## config.mk

```make
export PLATFORM = sky130hd
export DESIGN_NAME = memsplit_initiator
export DESIGN_NICKNAME = d
export VERILOG_FILES = /design/src/rtl/memsplit_initiator.sv
export SDC_FILE = /design/constraint.sdc
export NUM_CORES = 1
export LEC_CHECK = 0
export BUFFER_PORTS_ARGS = -buffer_cell sky130_fd_sc_hd__buf_2
export CAP_MARGIN = 25
export CORE_MARGIN = 5
export CORE_UTILIZATION = 44
export CTS_BUF_LIST = sky130_fd_sc_hd__clkbuf_2
export CTS_CLUSTER_SIZE = 10
export DETAILED_ROUTE_END_ITERATION = 7
export PLACE_DENSITY = 0.74
export SYNTH_ARGS = -nofsm -noshare
export SYNTH_HDL_FRONTEND = slang
export SYNTH_SLANG_ARGS = --single-unit
```

## constraint.sdc

```tcl
create_clock -name clk_i -period 17.2 [get_ports clk_i]
set_clock_uncertainty 0.15 [all_clocks]
set_input_delay 1.72 -clock clk_i [delete_from_list [all_inputs] [get_ports clk_i]]
set_output_delay 1.72 -clock clk_i [all_outputs]
set_load 0.005 [all_outputs]
```

## src/rtl/memsplit_initiator.sv

```systemverilog
`default_nettype none
// ============================================================================
//  Module      : memsplit_initiator
//  Description : MemSplit32 bus-master front end. Commands arrive on a
//                valid/ready port and are queued in an in-order FIFO. They are
//                issued as MemSplit32 requests. Reads are tracked until their
//                response returns, and completions are reported in order.
//                Silent slaves are retired with an error after RESP_TIMEOUT
//                idle cycles.
//  Revision    : 1.0 - initial release
// ----------------------------------------------------------------------------
//  Ports
//    clk_i, rst_i            clock (rising edge), async active-high reset
//    cmd_valid_i/ready_o     command handshake (ready = FIFO not full)
//    cmd_we_i, cmd_addr_bi,
//    cmd_wdata_bi, cmd_be_bi command fields
//    bus_req_o ... bus_be_bo MemSplit32 master request side
//    bus_ack_i, bus_resp_i,
//    bus_rdata_bi            MemSplit32 slave acknowledge / read response
//    rsp_valid_o/rdata_bo/
//    err_o                   one-cycle read completion (err = timed out)
//    busy_o                  commands queued or reads outstanding
// ============================================================================
module memsplit_initiator #(
    parameter int CMD_FIFO_POW    = 2,
    parameter int MAX_OUTSTANDING = 2,
    parameter int RESP_TIMEOUT    = 255
) (
    input  logic        clk_i,
    input  logic        rst_i,
    input  logic        cmd_valid_i,
    output logic        cmd_ready_o,
    input  logic        cmd_we_i,
    input  logic [31:0] cmd_addr_bi,
    input  logic [31:0] cmd_wdata_bi,
    input  logic [3:0]  cmd_be_bi,
    output logic        bus_req_o,
    output logic        bus_we_o,
    output logic [31:0] bus_addr_bo,
    output logic [31:0] bus_wdata_bo,
    output logic [3:0]  bus_be_bo,
    input  logic        bus_ack_i,
    input  logic        bus_resp_i,
    input  logic [31:0] bus_rdata_bi,
    output logic        rsp_valid_o,
    output logic [31:0] rsp_rdata_bo,
    output logic        rsp_err_o,
    output logic        busy_o
);

    localparam int DEPTH = 1 << CMD_FIFO_POW;
    localparam int PTR_W = CMD_FIFO_POW;
    localparam int CNT_W = CMD_FIFO_POW + 1;
    localparam int OUT_W = 3;

    localparam logic [CNT_W-1:0] FIFO_FULL = CNT_W'(DEPTH);
    localparam logic [OUT_W-1:0] OUT_MAX   = OUT_W'(MAX_OUTSTANDING);
    // The counter starts at 0 in the first waiting cycle, so the last value
    // before retiring is RESP_TIMEOUT-1 (RESP_TIMEOUT silent cycles in total).
    localparam logic [15:0]      TMO_LAST  = 16'(RESP_TIMEOUT - 1);

    typedef struct packed {
        logic        we;
        logic [31:0] addr;
        logic [31:0] wdata;
        logic [3:0]  be;
    } cmd_t;

    cmd_t             fifo_q [DEPTH];
    cmd_t             fifo_d [DEPTH];
    logic [PTR_W-1:0] wr_ptr_q, wr_ptr_d;
    logic [PTR_W-1:0] rd_ptr_q, rd_ptr_d;
    logic [CNT_W-1:0] count_q, count_d;
    logic             full_q, full_d;
    logic [OUT_W-1:0] outst_q, outst_d;
    logic [15:0]      tmo_q, tmo_d;
    logic             rsp_valid_q, rsp_valid_d;
    logic [31:0]      rsp_rdata_q, rsp_rdata_d;
    logic             rsp_err_q, rsp_err_d;

    cmd_t head;
    logic fifo_empty;
    logic push;
    logic pop;
    logic rd_issue;
    logic resp_take;
    logic tmo_hit;

    always_comb begin
        head       = fifo_q[rd_ptr_q];
        fifo_empty = (count_q == '0);

        // Only reads are throttled by the outstanding limit; a write at the
        // head is always presented.
        bus_req_o    = !fifo_empty && !(!head.we && (outst_q == OUT_MAX));
        bus_we_o     = head.we;
        bus_addr_bo  = head.addr;
        bus_wdata_bo = head.wdata;
        bus_be_bo    = head.be;

        push      = cmd_valid_i && !full_q;
        pop       = bus_req_o && bus_ack_i;
        rd_issue  = pop && !head.we;
        resp_take = bus_resp_i && (outst_q != '0);
        // A response arriving in the same cycle takes precedence over expiry.
        tmo_hit   = (outst_q != '0) && !bus_resp_i && (tmo_q == TMO_LAST);

        fifo_d = fifo_q;
        if (push) begin
            fifo_d[wr_ptr_q] = {cmd_we_i, cmd_addr_bi, cmd_wdata_bi, cmd_be_bi};
        end
        wr_ptr_d = push ? wr_ptr_q + PTR_W'(1) : wr_ptr_q;
        rd_ptr_d = pop  ? rd_ptr_q + PTR_W'(1) : rd_ptr_q;
        count_d  = count_q + CNT_W'(push) - CNT_W'(pop);
        full_d   = (count_d == FIFO_FULL);

        outst_d = outst_q + OUT_W'(rd_issue) - OUT_W'(resp_take || tmo_hit);

        if (bus_resp_i || tmo_hit || (outst_q == '0)) begin
            tmo_d = '0;
        end else begin
            tmo_d = tmo_q + 16'd1;
        end

        rsp_valid_d = resp_take || tmo_hit;
        rsp_err_d   = tmo_hit;
        if (resp_take) begin
            rsp_rdata_d = bus_rdata_bi;
        end else if (tmo_hit) begin
            rsp_rdata_d = '0;
        end else begin
            rsp_rdata_d = rsp_rdata_q;
        end
    end

    always_ff @(posedge clk_i or posedge rst_i) begin
        if (rst_i) begin
            for (int i = 0; i < DEPTH; i++) begin
                fifo_q[i] <= '0;
            end
            wr_ptr_q    <= '0;
            rd_ptr_q    <= '0;
            count_q     <= '0;
            full_q      <= 1'b0;
            outst_q     <= '0;
            tmo_q       <= '0;
            rsp_valid_q <= 1'b0;
            rsp_rdata_q <= '0;
            rsp_err_q   <= 1'b0;
        end else begin
            fifo_q      <= fifo_d;
            wr_ptr_q    <= wr_ptr_d;
            rd_ptr_q    <= rd_ptr_d;
            count_q     <= count_d;
            full_q      <= full_d;
            outst_q     <= outst_d;
            tmo_q       <= tmo_d;
            rsp_valid_q <= rsp_valid_d;
            rsp_rdata_q <= rsp_rdata_d;
            rsp_err_q   <= rsp_err_d;
        end
    end

    assign cmd_ready_o  = !full_q;
    assign rsp_valid_o  = rsp_valid_q;
    assign rsp_rdata_bo = rsp_rdata_q;
    assign rsp_err_o    = rsp_err_q;
    assign busy_o       = (count_q != '0) || (outst_q != '0);

endmodule
`default_nettype wire
```

# Yosys cells after proc, flatten, opt, wreduce, memory -nomap -nowiden
# Cells that the tools add are included.
# totals
reg_bits	337
out_inout_bits	106
latch_bits	0
mem_count	0
wordCells	72
romBits	0
input_bits	106
ramBits	0
# classes
n_mul	0
shift	0
add_sub_neg	7
bitwise	2
n_reduce_logical	23
eq_ne	3
mux	9
div	0
magnitude_cmp	3
# ops
op	count
$bwmux 276	1
$mux 69	3
$bmux 69 s2	1
$demux 69 s2	1
$mux 32	2
$add 16x1->16 const B	1
$eq 16x8->1 const B	1
$mux 16	1
$logic_and 1x1->1	9
$add 3x1->3	2
$ge 3x3->1 const B	2
$logic_not 3->1	2
$not 2->3	2
$reduce_bool 3->1	2
$sub 3x1->3	2
$logic_not 1->1	5
$add 2x1->2 const B	2
$logic_or 1x1->1	4
$eq 3x2->1 const B	1
$eq 3x3->1 const B	1
$lt 3x1->1 const B	1
$reduce_bool 2->1	1

# Depth between registers and ports, before layout
# logic_depth
ltp_word	12
mapped_depth	14
depth_no_buf	13

# Worst setup path before layout
# OpenSTA, ideal clock, no wires.
# synth_path
path_type	in2reg
from	input port bus_resp_i
to	register outst_q[2]
setup_slack_ns	13.530
arrival_ns	3.395
path_stages	10
setup_ns	0.124
path_buffers	1
t_required_ns	16.926
cell_sequence	o21bai_1 buf_2 inv_1 ha_1 inv_1 ha_1 inv_1 fa_1 xnor2_1 xnor2_1
# synth_via
elab_chain_len	5
word_cells_on_any_way	6
cone_classes	add/sub (1); reduce/logical (5)
# synth_lines
element	line	rtl
start: declaration	43	input logic bus_resp_i,
$logic_not 1->1	106	tmo_hit = (outst_q != '0) && !bus_resp_i && (tmo_q == TMO_LAST);
$logic_and 1x1->1 (2 in series)	106	
$logic_or 1x1->1 (*)	--	
via rsp_valid_d	77	logic rsp_valid_q, rsp_valid_d;
$sub 3x1->3 (*)	117	outst_d = outst_q + OUT_W'(rd_issue) - OUT_W'(resp_take || tmo_hit);
via outst_d[2]	75	logic [OUT_W-1:0] outst_q, outst_d;
end signal: assignment	156	outst_q <= outst_d;
end: declaration	75	
# Mark *: on every way through the listed nets, which the timed path passes. The rest lies on a longest branch.
# A chain may end at the register's enable or synchronous reset.

# Final worst setup path
# layout_path
from	register rd_ptr_q[0]
to	output port bus_addr_bo[17]
# layout_via
elab_chain_len	4
# layout_lines
element	line	rtl
start: declaration	72	logic [PTR_W-1:0] rd_ptr_q, rd_ptr_d;
start signal: assignment	153	rd_ptr_q <= rd_ptr_d;
$not 2->3 (not written as such)	90	head = fifo_q[rd_ptr_q];
$bmux 69 s2	90	
$mux 69 (not written as such) (2 in series)	90	
end: declaration	39	output logic [31:0] bus_addr_bo,
# Every way passes these cells. The select of a mux whose other input is x is not followed.

==> metrics.md <==
| Metric | Value |
|---|---|
| Fin. max-slew vios | `0` |
| Syn Inst Count | `881` |
| Drt wl/cell | `18.8 um` |
| Worst setup endpoint | `bus_addr_bo[17]` |
| R2R setup slack | `13200 ps` |
| Routed WL | `31.0 mm` |
| Switching share of power | `31.9%` |
| Die area | `36400 um^2` |
| Synth area leader | `dfrtp_1` |
| Share of post-route cells with drive strength above 1 | `59.5%` |
| Period minus WS final | `5210 ps` |
| Antenna-violating nets left | `0` |
| Worst min-delay path category | `register to register` |
| Gate power share | `38.8%` |
| Switching power of the nets | `0.00102 W` |
| Normalized max-slew margin | `40.0%` |
| Final setup viols | `0` |
| Power, Total | `0.00319 W` |
| Die width | `191 um` |
| Postcts setup bufs | `0` |
| Max Cap Viol | `0` |
| Vias in the first global route | `9591` |
| Ys Warns | `0` |
| Sequential Power Share | `43.8%` |
| Top cell type's share of synthesized area | `58.6%` |
| VDD IR max | `89.6 uV` |
| Number of detailed-route iterations in the first pass | `4` |
| Initial DRC count | `302` |
| Worst slew pin tran | `900 ps` |
| Worst-Skew Late Latency | `890 ps` |
| FMAX | `0.192 GHz` |
| CP Launch Type | `register` |
| Tcrit/Tclk final | `30.3%` |
| Layout area overhead | `16.6%` |
| Clk slew on worst S/H paths | `80 ps` |
| Synth area leaders | `dfrtp_1, mux2_2, mux4_2` |
| WS Path Type | `register to primary output` |
| Core area | `32500 um^2` |
| R2r startpoint | `rd_ptr_q[1]` |
| Gr ovfl total | `0` |
| Worst path arrival time | `3340 ps` |
| Leading cell type in the layout, fill and taps excluded | `dfrtp_1` |
| Mapped Nets | `999` |
| Crit path from | `rd_ptr_q[0]` |
| Hold Buf Count CTS | `0` |
| RePlAce Congestion | `0.758` |
| Seq/Total Area, Yosys | `58.6%` |
| HPWL Detailed | `19.3 mm` |
| Syn Area/Cell | `16.3 um^2` |
| Pleak | `7.68 nW` |
| R2R cell count | `10` |
| Num ports | `212` |
| Critical-path maximum fanout | `42` |
| Setup tns final | `0 ps` |
| Total number of vias | `8639` |
| Status | `completed` |
| Root Driver | `clkbuf_2` |
| RSZ-0062 raised after global routing | `false` |
| Clk network pwr share | `17.5%` |
| Req. time, crit path | `15330 ps` |
| RR Endpoint | `full_q` |
| Power Density | `190 nW/um^2` |
| Site row count | `66` |
| Antenna violations before repair | `3` |
| Starting Density | `44.3%` |
| CTS Sinks | `337` |
| Max Buffers Root-to-Sink | `3` |
| TritonCTS clock tree | `yes` |
| Vias per cell | `5.24` |
| Mapped cell area | `14400 um^2` |
| Yosys reg bits | `337` |
| # DRC | `0` |
| H-tree levels | `3` |
| Critical Path Sink Type | `primary output` |
| Global-route wire length before repair | `51.0 mm` |
| Largest net degree at the start of global routing | `132` |
| Die H | `191 um` |
| Library cells used by synthesis | `34` |
| Gr usage total | `17.6%` |
| Internal power | `0.00217 W` |
| Final Hold Viols | `0` |
| Port Buffers | `211` |
| Final nets | `1260` |
| Cts bufs inserted | `88` |
| Post-CTS resize count | `0` |
| Commonest non-fill, non-tap cells in the layout | `dfrtp_1, mux2_2, buf_2, clkbuf_2, mux4_2` |
-- worst min-delay path by stage --
stage / from / end / slack, ps / cells past startpoint
2_1_floorplan: fifo_q[104] / fifo_q[104] / 320 / 1
3_3_place_gp: fifo_q[131] / fifo_q[131] / 330 / 1
3_5_place_dp: rsp_rdata_bo[16] / rsp_rdata_bo[16] / 340 / 1
4_1_cts: fifo_q[34] / fifo_q[34] / 360 / 1
5_1_grt: fifo_q[34] / fifo_q[34] / 370 / 1
6_report: fifo_q[104] / fifo_q[104] / 350 / 1
-- cell usage after synthesis --
| master | number |
|---|---|
| xor2_1 | 3 |
| o41a_4 | 1 |
| buf_2 | 41 |
| nand2b_1 | 1 |
| nand3_1 | 5 |
| nor2_1 | 19 |
| ha_1 | 10 |
| buf_6 | 1 |
| nand2_2 | 1 |
| inv_1 | 16 |
| and4b_1 | 1 |
| o21ai_0 | 1 |
| o21bai_1 | 1 |
| nor3_1 | 6 |
| xnor2_1 | 17 |
| dfrtp_1 | 337 |
| o31ai_1 | 1 |
| mux4_2 | 69 |
| nand4_1 | 4 |
| fa_1 | 2 |
| mux2_2 | 276 |
| a21oi_1 | 1 |
| nor4bb_1 | 1 |
| or2_2 | 1 |
| o31a_1 | 1 |
| nand2_1 | 9 |
| nor3b_1 | 2 |
| nor2b_1 | 2 |
| or4_1 | 1 |
| nor4b_1 | 1 |
| nor4_1 | 4 |
| clkbuf_1 | 12 |
| a22o_1 | 32 |
| or3_1 | 1 |
-- kinds of logic after synthesis --
group / synth area share, %
muxes: 32.4
DFF: 58.6
buffers and inverters: 2.23
and+or+nand+nor: 2.08
AOI/OAI and AO/OA: 2.33
xor gates and xnor gates: 1.22
adders and majority gates: 1.15
-- power by group through the flow --
stage | sequential (W) | combinational [W] | clock (W)
after floorplan | 0.00130 | 0.000923 | 0
after global placement | 0.00140 | 0.00122 | 0
after detailed placement | 0.00141 | 0.00126 | 0
after CTS | 0.00140 | 0.00126 | 0.000586
after global routing | 0.00145 | 0.00135 | 0.000632
final | 0.00140 | 0.00124 | 0.000558
-- area by class of cell --
cell class                      count  area (um^2)
Clock buffer                      127          636
Fill cell                        2747        15700
Timing Repair Buffer              225         1220
Clock inverter                     25          179
Inverter                           16         67.6
Multi-Input combinational cell    474         5670
Sequential cell                   337         8440
Tap cell                          442          553
Antenna cell                        3         7.51
-- critical path: stages (launching register included) --
cell     delay, ps
dfrtp_4        840
buf_4          750
mux4_2         620
buf_2          150
-- per-stage QoR --
stage | hold slack (ps) | instance area, um^2 | utilization (%) | setup WS [ps] | cells
6_report | 354 | 16800 | 51.7 | 11990 | 1649
5_1_grt | 367 | 16800 | 51.7 | 11600 | 1649
4_1_cts | 360 | 16700 | 51.6 | 11720 | 1644
3_5_place_dp | 336 | 15900 | 49.1 | 12740 | 1492
3_3_place_gp | 332 | 15900 | 48.9 | 12830 | 1490
2_1_floorplan | 324 | 14400 | - | 5990 | 881
-- registers in the layout, indices dropped and copies added, names as in the netlist --
name and cells:
fifo_q 276, wr_ptr_q 2, rsp_valid_o 1, outst_q 3
full_q 1, tmo_q 16, count_q 3, rd_ptr_q 2
rsp_rdata_bo 32, rsp_err_o 1
-- metal layers --
| layer | vias to the layer above | track usage, % | part of all wire [%] |
|---|---|---|---|
| met5 | - | 0 | 0.087 |
| met3 | 52 | 5.91 | 7.0 |
| met2 | 248 | 27.6 | 47 |
| met4 | 4 | 6.22 | 2.1 |
| li1 | 3850 | - | - |
| met1 | 4485 | 23.0 | 44 |
Note: power is estimated with default switching activity, not from simulation.
